**src/rtl/pmem_arbiter.sv**
```systemverilog
// Physical-memory arbiter between the I-cache and D-cache. Each grant latches one
// complete line transaction and holds it stable on the pmem port until pmem_resp.
module pmem_arbiter #(
  parameter int ADDR_W      = 16,
  parameter int LINE_W      = 128,
  parameter int OFFSET_BITS = 4
) (
  input  logic              clk,
  input  logic              rst_n,

  input  logic              i_pmem_read,
  input  logic [ADDR_W-1:0] i_pmem_address,
  output logic [LINE_W-1:0] i_pmem_rdata,
  output logic              i_pmem_resp,

  input  logic              d_pmem_read,
  input  logic              d_pmem_write,
  input  logic [ADDR_W-1:0] d_pmem_address,
  input  logic [LINE_W-1:0] d_pmem_wdata,
  output logic [LINE_W-1:0] d_pmem_rdata,
  output logic              d_pmem_resp,

  output logic              pmem_read,
  output logic              pmem_write,
  output logic [ADDR_W-1:0] pmem_address,
  output logic [LINE_W-1:0] pmem_wdata,
  input  logic [LINE_W-1:0] pmem_rdata,
  input  logic              pmem_resp
);

  typedef enum logic [1:0] {
    S_IDLE   = 2'd0,
    S_BUSY_I = 2'd1,
    S_BUSY_D = 2'd2
  } state_t;

  typedef enum logic {
    SIDE_I = 1'b0,
    SIDE_D = 1'b1
  } side_t;

  localparam logic [ADDR_W-1:0] ADDR_MASK =
    {{(ADDR_W-OFFSET_BITS){1'b1}}, {OFFSET_BITS{1'b0}}};

  state_t            r_state;
  state_t            w_state_next;
  side_t             r_last_grant;
  logic              r_op_write;
  logic [ADDR_W-1:0] r_addr;
  logic [LINE_W-1:0] r_wdata;

  logic              w_i_req;
  logic              w_d_req;
  logic              w_grant_i;
  logic              w_grant_d;
  logic              w_latch_wdata;
  logic [ADDR_W-1:0] w_req_addr;

  assign w_i_req = i_pmem_read;
  assign w_d_req = d_pmem_read | d_pmem_write;

  // On a tie the side that did not win last time gets the grant (round-robin).
  assign w_grant_d = (r_state == S_IDLE) && w_d_req &&
                     (!w_i_req || (r_last_grant == SIDE_I));
  assign w_grant_i = (r_state == S_IDLE) && w_i_req && !w_grant_d;

  // A D request with both read and write high is taken as a writeback.
  assign w_latch_wdata = w_grant_d && d_pmem_write;
  assign w_req_addr    = w_grant_d ? d_pmem_address : i_pmem_address;

  // NOTE: every output of this block gets a default first so no path can infer a latch.
  always_comb begin
    w_state_next = r_state;
    pmem_read    = 1'b0;
    pmem_write   = 1'b0;
    i_pmem_resp  = 1'b0;
    d_pmem_resp  = 1'b0;
    unique case (r_state)
      S_IDLE: begin
        if (w_grant_d) begin
          w_state_next = S_BUSY_D;
        end else if (w_grant_i) begin
          w_state_next = S_BUSY_I;
        end
      end
      S_BUSY_I: begin
        pmem_read  = !r_op_write;
        pmem_write = r_op_write;
        if (pmem_resp) begin
          i_pmem_resp  = 1'b1;
          w_state_next = S_IDLE;
        end
      end
      S_BUSY_D: begin
        pmem_read  = !r_op_write;
        pmem_write = r_op_write;
        if (pmem_resp) begin
          d_pmem_resp  = 1'b1;
          w_state_next = S_IDLE;
        end
      end
      default: begin
        w_state_next = S_IDLE;
      end
    endcase
  end

  // NOTE: sequential state uses non-blocking assignments so every register samples pre-edge values.
  always_ff @(posedge clk or negedge rst_n) begin
    if (!rst_n) begin
      r_state <= S_IDLE;
    end else begin
      r_state <= w_state_next;
    end
  end

  // NOTE: the wide line register is reset too, because pmem_wdata must read zero out of reset.
  always_ff @(posedge clk or negedge rst_n) begin
    if (!rst_n) begin
      r_last_grant <= SIDE_I;
      r_op_write   <= 1'b0;
      r_addr       <= '0;
      r_wdata      <= '0;
    end else if (w_grant_d || w_grant_i) begin
      r_last_grant <= w_grant_d ? SIDE_D : SIDE_I;
      r_op_write   <= w_latch_wdata;
      r_addr       <= w_req_addr & ADDR_MASK;
      if (w_latch_wdata) begin
        r_wdata <= d_pmem_wdata;
      end
    end
  end

  assign pmem_address = r_addr;
  assign pmem_wdata   = r_wdata;

  // Read data fans out to both clients; only the resp strobes are steered.
  assign i_pmem_rdata = pmem_rdata;
  assign d_pmem_rdata = pmem_rdata;

endmodule

```
**config.mk**
```make
export PLATFORM = sky130hd
export DESIGN_NAME = pmem_arbiter
export DESIGN_NICKNAME = d
export VERILOG_FILES = /design/src/rtl/pmem_arbiter.sv
export SDC_FILE = /design/constraint.sdc
export NUM_CORES = 1
export LEC_CHECK = 0
export ABC_AREA = 1
export CAP_MARGIN = 20
export CORE_AREA = 2 2 269 271
export DETAILED_ROUTE_END_ITERATION = 8
export DIE_AREA = 0 0 271 273
export PLACE_DENSITY = 0.37
export SLEW_MARGIN = 20
export SYNTH_ARGS = -nofsm -noshare
export SYNTH_HDL_FRONTEND = slang
export SYNTH_SLANG_ARGS = --single-unit
```
**constraint.sdc**
```tcl
create_clock -name clk -period 2.2 [get_ports clk]
set_clock_uncertainty 0.1 [all_clocks]
set_input_delay 0.22 -clock clk [delete_from_list [all_inputs] [get_ports clk]]
set_output_delay 0.22 -clock clk [all_outputs]
set_load 0.01 [all_outputs]
```
==> impl_metrics.tcl <==
set metrics [dict create \
    status "completed" \
    yosysUniqueCellTypes 15 \
    ir_worst_vdd_v 0.000376 \
    grt_usage_pct 7.44 \
    max-slew-margin-rel_pct 59.1 \
    htree_num_levels 4 \
    synth-seq-cells 144 \
    p_leak_nw 4.72 \
    fin_cells 1915 \
    drive_above_1_share_pct 5.09 \
    setup_viol 0 \
    wirelength_um 27300 \
    period_needed_ns 1.96 \
    start_kind "flop" \
    crit_required_ns 1.88 \
    rows 98 \
    drt_iter0_drc 228 \
    max_stage_delay_ns 0.37 \
    antenna_found_initial 6 \
    ant_nets 0 \
    grt_pass1_vias 6092 \
    timing.fmax_mhz 510 \
    cpMostUsedCell "inv_1" \
    cp-end-kind "output port" \
    power.density_nw_per_um2 1290 \
    netlist_area_um2 7760 \
    gp_congestion 0.726 \
    dieWidth_um 271 \
    clk_pin_slew_ns 0.07 \
    ioPinCount 698 \
    clock_latency_ns 0.47 \
    dp.cells 1882 \
    die_area_um2 74000 \
    vias 5810 \
    path_cells "inv_1, ha_1, inv_1, nor2_1, dlygate4sd2_1" \
    drt_first_pass_iters 4 \
    crit_fanout 3 \
    clk_path_buf_depth 2 \
    slew_violations 0 \
    maxCapViolCount 0 \
    place.port_buffers 301 \
    die_h_um 273 \
    worstHoldPathType "in2async" \
    worstSetupPathType "reg2out" \
    numCtsBuffers 17 \
    wl_per_cell_um 14.3 \
    cts_sinks 144 \
    dp_hpwl_um 19700 \
    fin_setup_tns_ns 0 \
    nNetsFinal 1250 \
    worst_pin_slew_ns 0.613 \
    hold_violations 0 \
    worstPathArrival_ns 1.64 \
    cts_setup_buffers 0 \
    ys_warn_count 0 \
    drc 0 \
    core_area_um2 71000 \
    area_delta_synth_final_pct 37.2 \
    root_buffer "clkbuf_16" \
    syn-instance-count 920 \
    ys_seq_area_share_pct 46.4 \
    initial_utilization_pct 10.9 \
    grt_max_degree 68 \
    fin_crit_sh_pct 89.1 \
    cts_tree "yes" \
    avgViaCountPerCell 3.03 \
    gr-total-overflow 0 \
    crit_path_top_delay_cell "dfrtp_1" \
    grt_pass1_wl_um 40100 \
    rsz0062_at_grt "false" \
    synth.avg_cell_area_um2 8.44 \
]
==> cells in the mapped netlist (all sizes together) <==
cell,n,area [um2]
or2,1,6.26
clkbuf,22,82.6
buf,284,2070
nand3,135,681
ha,4,50.1
nor2,12,45.0
o21ai,11,55.1
a21oi,11,55.1
dfrtp,144,3600
nand2,285,1070
inv,10,37.5
conb,1,3.75
==> report_power, final <==
group          switching, mW  internal (mW)  total (mW)  leakage, nW
registers              0.679           3.88        4.56         1.79
logic                   2.94           3.06        6.01         2.63
clock network           1.29           1.91        3.19        0.298
total                   4.91           8.85        13.8         4.72
==> metal layers <==
metal / up-vias / GRT usage [%] / wire (um)
li1: 2692 / - / -
met1: 2675 / 7.26 / 9940
met2: 324 / 11.8 / 12800
met3: 113 / 3.92 / 2830
met4: 6 / 6.00 / 1730
met5: - / 0 / 41
==> per-stage QoR <==
stage / hold slack [ns] / cell area [um2] / setup WS, ns / total power, mW / util (%)
after floorplan: -0.176 / 7770 / 0.615 / 7.45 / -
after global placement: -0.0153 / 10000 / 0.279 / 10.8 / 14.1
after detailed placement: -0.0147 / 10000 / 0.290 / 10.8 / 14.1
after CTS: 0.0187 / 10600 / 0.00804 / 14.2 / 15.0
after global routing: 0.0566 / 10600 / 0.128 / 14.8 / 15.0
final: 0.0809 / 10600 / 0.239 / 13.8 / 15.0
==> worst paths after layout <==
| path | endpoint | cells after the start | start | slack (ns) |
|---|---|---|---|---|
| worst max-delay path | pmem_read | 5 | r_state[0] | 0.24 |
| worst min-delay path | pmem_wdata[92] | 2 | rst_n | 0.08 |
| worst max register to register | pmem_address[8] | 7 | r_state[0] | 0.44 |
| worst min register to register | pmem_wdata[17] | 2 | pmem_wdata[17] | 0.37 |
| max in group asynchronous | pmem_wdata[47] | 3 | rst_n | 1.22 |
| min in group clk | r_op_write | 4 | d_pmem_write | 0.19 |
==> layout make-up <==
class | instances | area [um2]
fillers | 8042 | 60300
flip-flops and latches | 144 | 3600
repair buffers | 316 | 3220
multi-input cells | 463 | 1980
well taps | 950 | 1190
clock buffers | 19 | 443
clock inverters | 11 | 165
inverters | 10 | 40.0
diodes | 2 | 5.00
==> sequential cells by signal, summed over array words and instances, names as in the netlist <==
signal        count
pmem_address     12
pmem_wdata      128
r_op_write        1
r_last_grant      1
r_state           2
==> worst max-delay path, delay by kind of cell (launching register included) <==
kind	cells	cell delay [ns]
adder cells (fa/ha/maj)	1	0.30
buffers and inverters	3	0.43
flip-flops	1	0.37
AND/OR/NAND/NOR	1	0.07
==> repair_timing <==
item                                   in CTS  in global routing
resized for setup                           2                  2
hold buffers                                1                  0
cloned                                      0                  0
setup endpoints to repair                   2                  2
endpoints found under the hold margin     144                  0
==> cells in the final DEF (no fill, tap or decap), drive strengths merged <==
master,instances
conb,4
ha,4
bufinv,4
clkinvlp,1
o21ai,11
dfrtp,144
or2,1
diode,2
inv,10
clkbuf,19
dlymetal6s2s,2
nand3,135
a21oi,11
nand2,285
buf,16
dlygate4sd2,2
clkdlybuf4s50,295
nor2,12
dlygate4sd3,1
clkinv,6
==> cells by family (layout without fill, tap and decap cells) <==
kind of cell | Yosys count | after routing | synth area share, %
other | 1 | 6 | 0.0483
DFF | 144 | 144 | 46.4
buffers and inverters | 316 | 356 | 28.2
adders and majority gates | 4 | 4 | 0.645
and+or+nand+nor | 433 | 433 | 23.2
AOI/OAI and AO/OA | 22 | 22 | 1.42
Note: power is estimated with default switching activity, not from simulation.
